**config.mk**
```make
export PLATFORM = sky130hd
export DESIGN_NAME = rom_fetch
export DESIGN_NICKNAME = d
export VERILOG_FILES = /design/src/rtl/pcfx_mem_pkg.sv /design/src/rtl/rom_fetch_sync2.sv /design/src/rtl/rom_fetch.sv
export SDC_FILE = /design/constraint.sdc
export NUM_CORES = 1
export LEC_CHECK = 0
export BUFFER_PORTS_ARGS = -buffer_cell sky130_fd_sc_hd__buf_2
export CAP_MARGIN = 10
export CELL_PAD_IN_SITES_DETAIL_PLACEMENT = 1
export CELL_PAD_IN_SITES_GLOBAL_PLACEMENT = 1
export CORE_ASPECT_RATIO = 0.7
export CORE_MARGIN = 2
export CORE_UTILIZATION = 42
export DETAILED_ROUTE_END_ITERATION = 10
export PLACE_DENSITY = 0.77
export SETUP_SLACK_MARGIN = 0.4
export SYNTH_ARGS = -nofsm -noshare
export SYNTH_HDL_FRONTEND = slang
export SYNTH_SLANG_ARGS = --single-unit
```
**constraint.sdc**
```tcl
create_clock -name clk_cpu -period 6.1 [get_ports clk_cpu]
set_input_delay 1.22 -clock clk_cpu [delete_from_list [all_inputs] [get_ports clk_cpu]]
set_output_delay 1.22 -clock clk_cpu [all_outputs]
set_load 0.1 [all_outputs]
```
**src/rtl/pcfx_mem_pkg.sv**
```systemverilog
// Shared definitions for the PC-FX memory paths: ROM fetch FSM states,
// the default SDRAM placement of the BIOS image, and address helpers.
package pcfx_mem_pkg;

  localparam logic [24:0] ROM_BASE_DEFAULT = 25'h0000000;

  typedef enum logic [1:0] {
    FETCH_IDLE = 2'd0,
    FETCH_WAIT = 2'd1,
    FETCH_DONE = 2'd2
  } fetch_state_e;

  // SDRAM byte address of a 32-bit ROM word; wraps at 25 bits.
  function automatic logic [24:0] rom_word_addr(input logic [24:0] base,
                                                input logic [18:0] word);
    return base + {4'b0000, word, 2'b00};
  endfunction

endpackage

```
**src/rtl/rom_fetch_sync2.sv**
```systemverilog
// Two-flop synchronizer for a single toggle/level bit entering the clk_i domain.
// Flops are configuration-initialised only, so toggle state survives reset.
module sync2 (
  input  logic clk_i,
  input  logic d_i,
  output logic q_o
);

  logic meta_q = 1'b0;
  logic sync_q = 1'b0;

  always_ff @(posedge clk_i) begin
    meta_q <= d_i;
    sync_q <= meta_q;
  end

  assign q_o = sync_q;

endmodule

```
**src/rtl/rom_fetch.sv**
```systemverilog
// CPU-side BIOS/ROM read responder: one-line 32-bit fetch buffer backed by
// SDRAM reads through a toggle request/acknowledge handshake into clk_ram.
module rom_fetch
  import pcfx_mem_pkg::*;
#(
  parameter logic [24:0] ROM_BASE = ROM_BASE_DEFAULT
) (
  input  logic        clk_cpu,
  input  logic        reset,
  input  logic        ce,
  input  logic        inval,
  input  logic        rom_cen,
  input  logic [19:0] rom_a,
  output logic [15:0] rom_do,
  output logic        rom_readyn,
  output logic [24:0] sdram_raddr,
  output logic        sdram_rd_req,
  input  logic        sdram_rd_ack,
  input  logic [31:0] sdram_dout
);

  fetch_state_e state_q, state_d;
  logic        valid_q, valid_d;
  logic [31:0] line_q, line_d;
  logic [18:0] tag_q, tag_d;
  logic [19:0] addr_q, addr_d;
  logic [24:0] raddr_q, raddr_d;
  logic [15:0] rom_do_q, rom_do_d;
  logic        readyn_q, readyn_d;
  logic        req_tog_q = 1'b0;
  logic        req_tog_d;
  logic        ack_s;
  logic        hit_s;
  logic        outstanding_s;

  sync2 u_ack_sync (
    .clk_i (clk_cpu),
    .d_i   (sdram_rd_ack),
    .q_o   (ack_s)
  );

  assign hit_s         = valid_q && (tag_q == rom_a[19:1]);
  assign outstanding_s = (req_tog_q != ack_s);

  always_comb begin
    state_d   = state_q;
    valid_d   = valid_q;
    line_d    = line_q;
    tag_d     = tag_q;
    addr_d    = addr_q;
    raddr_d   = raddr_q;
    req_tog_d = req_tog_q;
    rom_do_d  = rom_do_q;
    readyn_d  = readyn_q;

    case (state_q)
      FETCH_IDLE: begin
        if (ce && !rom_cen) begin
          if (hit_s) begin
            addr_d  = rom_a;
            state_d = FETCH_DONE;
          end else if (!outstanding_s) begin
            addr_d    = rom_a;
            raddr_d   = rom_word_addr(ROM_BASE, rom_a[19:1]);
            req_tog_d = ~req_tog_q;
            state_d   = FETCH_WAIT;
          end else begin
            // A fetch abandoned by reset is still in flight; retry later.
            state_d = FETCH_IDLE;
          end
        end else begin
          state_d = FETCH_IDLE;
        end
      end
      FETCH_WAIT: begin
        if (!outstanding_s) begin
          line_d  = sdram_dout;
          tag_d   = addr_q[19:1];
          valid_d = 1'b1;
          state_d = FETCH_DONE;
        end else begin
          state_d = FETCH_WAIT;
        end
      end
      FETCH_DONE: begin
        if (ce) begin
          rom_do_d = addr_q[0] ? line_q[31:16] : line_q[15:0];
          state_d  = FETCH_IDLE;
        end else begin
          state_d = FETCH_DONE;
        end
      end
      default: begin
        state_d = FETCH_IDLE;
      end
    endcase

    // The strobe is a registered one-ce-cycle pulse issued from DONE.
    if (ce) begin
      readyn_d = (state_q != FETCH_DONE);
    end else begin
      readyn_d = readyn_q;
    end

    // Download in progress overrides any fill landing on the same edge.
    if (inval) begin
      valid_d = 1'b0;
    end else begin
      valid_d = valid_d;
    end
  end

  always_ff @(posedge clk_cpu) begin
    if (reset) begin
      state_q  <= FETCH_IDLE;
      valid_q  <= 1'b0;
      addr_q   <= 20'h00000;
      raddr_q  <= 25'h0000000;
      rom_do_q <= 16'h0000;
      readyn_q <= 1'b1;
    end else begin
      state_q  <= state_d;
      valid_q  <= valid_d;
      addr_q   <= addr_d;
      raddr_q  <= raddr_d;
      rom_do_q <= rom_do_d;
      readyn_q <= readyn_d;
    end
  end

  // Request toggle must survive reset so it stays paired with the ack side.
  always_ff @(posedge clk_cpu) begin
    line_q    <= line_d;
    tag_q     <= tag_d;
    req_tog_q <= req_tog_d;
  end

  assign rom_do       = rom_do_q;
  assign rom_readyn   = readyn_q;
  assign sdram_raddr  = raddr_q;
  assign sdram_rd_req = req_tog_q;

endmodule

```
# == Word-level counts from Yosys, hierarchy flattened ==
# Index checks and enable logic that the tools add are counted.
# Widths: inputs -> output; s select.
# totals
output_inout_bits,43
register_bits,113
# op_classes
eq_ne,6
reduce_logical,9
mux,9
bitwise,3
# ops
op,n
$mux 20,2
$eq 19x19->1,1
$mux 16,1
$mux 2,4
$pmux 2 s3,1
$ne 2x2->1 const B,2
$reduce_and 2->1,2
$reduce_and 4->1,1
$not 1->1,3
$reduce_and 3->1,1
$eq 2x1->1 const B,1
$eq 2x2->1 const B,1
$logic_and 1x1->1,2
$logic_not 2->1,1
$reduce_or 2->1,1
$logic_not 1->1,1
$mux 1,1
$ne 1x1->1,1

# == Longest topological paths before layout ==
# depth
depth_word,5
ltp_mapped,7
ltp_nobuf,5

# == Hierarchy ==
# A second synthesis with hierarchy kept.
# unflattened
hier_cells,359
hier_area_um2,4383.0
# modules_own_cells
module,area_per_inst_um2,cells_each,n_inst
rom_fetch,4342.9,357,1
sync2,40.0,2,1

# == Worst setup path before layout ==
# Ideal clock, no wire load.
# synth_path
path_kind,register to register
startpoint,"reg req_tog_q, in the netlist sdram_rd_req"
endpoint,"reg line_q[0], enable pin"
t_arrival_ps,4881
setup_time_ps,528
period_less_slack_ps,5409
path_stages_with_launch,3
t_required_ps,5572
path_slack_ps,691
n_path_buf,0
path_cell_list,edfxtp_1 > xor2_1 > nor3_1
# synth_between
elab_chain_len,3
# synth_rtl
item,line_no,text
"start, declared",rom_fetch.sv:30,logic req_tog_q = 1'b0;
"start signal, assigned",rom_fetch.sv:135,req_tog_q <= req_tog_d;
$ne 1x1->1,rom_fetch.sv:43,assign outstanding_s = (req_tog_q != ack_s);
$not 1->1 (no line),-,
$reduce_and 2->1 (no line),-,
"end signal, assigned",rom_fetch.sv:133,line_q <= line_d;
"end, declared",rom_fetch.sv:24,"logic [31:0] line_q, line_d;"
# Every way passes these cells.
# A chain may end at the register's enable or synchronous reset.

# == Final worst setup path ==
# layout_path
startpoint,in rom_a[3]
endpoint,"reg raddr_q[20], in the netlist sdram_raddr[20]"
# layout_between
elab_chain_len,4
# layout_rtl
item,line_no,text
"start, declared",rom_fetch.sv:13,"input logic [19:0] rom_a,"
$eq 19x19->1,rom_fetch.sv:42,assign hit_s = valid_q && (tag_q == rom_a[19:1]);
$logic_and 1x1->1,rom_fetch.sv:42,
$not 1->1 (no line),-,
$reduce_and 4->1 (no line),-,
"end signal, assigned",rom_fetch.sv:125,raddr_q <= raddr_d;
"end, declared",rom_fetch.sv:27,"logic [24:0] raddr_q, raddr_d;"
# Every way passes these cells.

==> impl_metrics.ini <==
[run_status]
outcome = finished, final reports clean

[power_and_ir_drop]
p_sw_mw = 0.519
p_leak_nw = 2.34
powerDensity_nw_per_um2 = 348
swShare_pct = 24.6
clockPowerShare_pct = 48.1
combPwrFrac_pct = 10.7
p_int_mw = 1.60
peakVddDrop_v = 0.000232
seq_power_share_pct = 41.2

[detailed_routing]
post_drt_wl_per_cell_um = 19.2
vias = 3902
drt_pre_antenna_iters = 5
vias_per_cell = 5.53
drt-total-wl_um = 13500
ant_nets = 0
drc = 0
dr.first_iter.drc_count = 338

[timing]
hold_slack_ns = 0.360
fmax_ghz = 0.294
setup_ws_ns = 2.70
hold_viol_final = 0
slew_headroom_pct = 22.9
skew_ns = 0.00884
fin_crit_ns = 3.40
drv_slew = 0
setup_viol = 0
worst_pin_slew_ns = 1.15
finalSetupTns_ns = 0
rsz0062_at_grt = no
finalCritPeriodShare_pct = 55.7

[clock_tree]
cts_inserted_buffers = 17
cts_tree = built
post_cts_buffers = 0
ctsHoldBuffers = 0
cts_sinks = 113
cts_resized = 0
cts_buffer_depth = 2
cts_max_level = 4
clk_pin_slew_ns = 0.06
clk_latency_ns = 0.41
clock-root-buffer = clkbuf_16

[place]
portBuffers = 94
gp_congestion = 0.778
dpl.hpwl_um = 8530
post-place-ws_ns = 2.40
postPlaceCellArea_um2 = 5460
post-place-cells = 672

[setup_path]
critPathMaxFanout = 22
end_kind = flop
startpoint_type = input port
cp.arrival_ns = 3.66
path_class = in -> reg
worstPathRequired_ns = 6.36

[yosys]
yosys_warnings = 0
yosysSeqAreaShare_pct = 56.7
avgSynthCellArea_um2 = 10.9
synth_area_leaders = edfxtp_1, dfxtp_1, nor2b_1
ys_ff_latch = 113
synthFlopType = dfxtp_1
synth_top_area_share_pct = 31.8
synth_top_cell_by_area = edfxtp_1
synth_edf_count = 52
synthCells = 452
netlist_area_um2 = 4910
synth-async-reset-ratio_pct = 0
ys_types = 38

[finish]
n_antenna_cell = 0
design_area_um2 = 6070
drive_above_1_share_pct = 24.8
layout.nets = 597
final_cells = 705
syn_to_final_growth_pct = 23.7

[floorplan]
top_level_ports = 101
core_um2 = 11200
rows = 32
dieHeight_um = 94.5
die_area_um2 = 12600
initial_core_util_pct = 43.8
die_w_um = 133

[worst_hold_path]
hold_class = reg -> reg

[global_route]
grtUsageTotal_pct = 22.1
antenna_found_initial = 0
grt_pass1_wl_um = 21100
grt_max_degree = 57
first_global_vias = 3970
grt.overflow.total = 0

[job]
maxCapViolations = 0
[registers in the layout, summed over array words and instances, names as in the netlist]
name               flops
sdram_raddr           19
rom_readyn             1
rom_do                16
valid_q                1
sdram_rd_req           1
u_ack_sync.q_o         1
state_q                2
addr_q                20
u_ack_sync.meta_q      1
line_q                32
tag_q                 19
[per-stage QoR]
step	power (mW)	util, %
2_1_floorplan	1.05	-
3_3_place_gp	1.09	48.7
3_5_place_dp	1.11	48.7
4_1_cts	2.13	54.0
5_1_grt	2.18	54.2
6_report	2.12	54.2
[layout make-up]
cell class	count	area, um2
Clock buffer	19	433
Clock inverter	13	168
Fill cell	1256	5140
Inverter	22	82.6
Multi-Input combinational cell	282	1870
Sequential cell	113	2780
Tap cell	153	191
Timing Repair Buffer	103	546
[cell usage in the layout (no fill, tap or decap), drive strengths merged]
| cell | instances |
|---|---|
| buf | 103 |
| dfxtp | 61 |
| edfxtp | 52 |
| nand2 | 40 |
| nor2b | 39 |
| inv | 22 |
| nand3 | 22 |
| nor2 | 22 |
| nand4 | 21 |
| and2 | 19 |
| clkbuf | 19 |
| o32ai | 18 |
| a222oi | 18 |
| mux2i | 17 |
| a211oi | 16 |
| xor2 | 13 |
| xnor2 | 8 |
| conb | 6 |
| clkinv | 6 |
| nor3 | 5 |
| bufinv | 4 |
| nor4 | 3 |
| clkinvlp | 3 |
| and3 | 2 |
| o311a | 2 |
| o21ai | 2 |
| nand3b | 1 |
| a21boi | 1 |
| or2 | 1 |
| nor4b | 1 |
| a22oi | 1 |
| o2bb2ai | 1 |
| or4 | 1 |
| a221oi | 1 |
| o21a | 1 |
[layer usage]
| metal | wire length, um | global-route usage, % | vias to the layer above |
|---|---|---|---|
| met1 | 6000 | 29.0 | 1910 |
| met5 | 0 | 0 | - |
| met4 | 283 | 10.5 | 0 |
| met3 | 876 | 5.37 | 25 |
| met2 | 6360 | 35.0 | 154 |
| li1 | - | - | 1813 |
[synth_stat cells (all sizes together), types with 2 or more instances]
cell and instances:
edfxtp 52, nor3 5, nand3 22, o21ai 2, xor2 13, nand2 40, xnor2 8, nor2b 39
nand4 21, o32ai 18, inv 22, mux2i 17, o311a 2, clkbuf 23, dfxtp 61, buf 17
a211oi 16, a222oi 18, nor2 22, and2 19, and3 2, nor4 3
[worst paths after layout]
check | from | end | slack (ns) | cells past startpoint
worst max-delay path | rom_a[3] | sdram_raddr[20] | 2.70 | 6
worst min-delay path | u_ack_sync.meta_q | u_ack_sync.q_o | 0.36 | 0
worst max register to register | tag_q[17] | sdram_raddr[20] | 3.27 | 5
worst min register to register | u_ack_sync.meta_q | u_ack_sync.q_o | 0.36 | 0
[worst max-delay path: stages]
cell and delay [ns]:
buf_2 0.11, xor2_1 0.16, nor4_2 0.51, nand3_1 0.80, nor2_4 0.69, o32ai_1 0.17
[cell families after synthesis]
group / Yosys count / synth area share [%]
other: 1 / 0.0764
AND/OR/NAND/NOR: 177 / 19.4
buffers and inverters: 62 / 5.84
multiplexers: 17 / 3.47
flip-flops: 113 / 56.7
AO/OA/AOI/OAI: 61 / 10.8
XOR/XNOR: 21 / 3.75
[power by group through the flow]
stage | Sequential, mW | Clock (mW) | Combinational [mW]
detailed placement | 0.886 | 0 | 0.221
CTS | 0.872 | 1.03 | 0.225
floorplan | 0.907 | 0 | 0.139
global route | 0.876 | 1.06 | 0.242
global placement | 0.882 | 0 | 0.213
finish | 0.872 | 1.02 | 0.226
(Power assumes the default switching activity.)
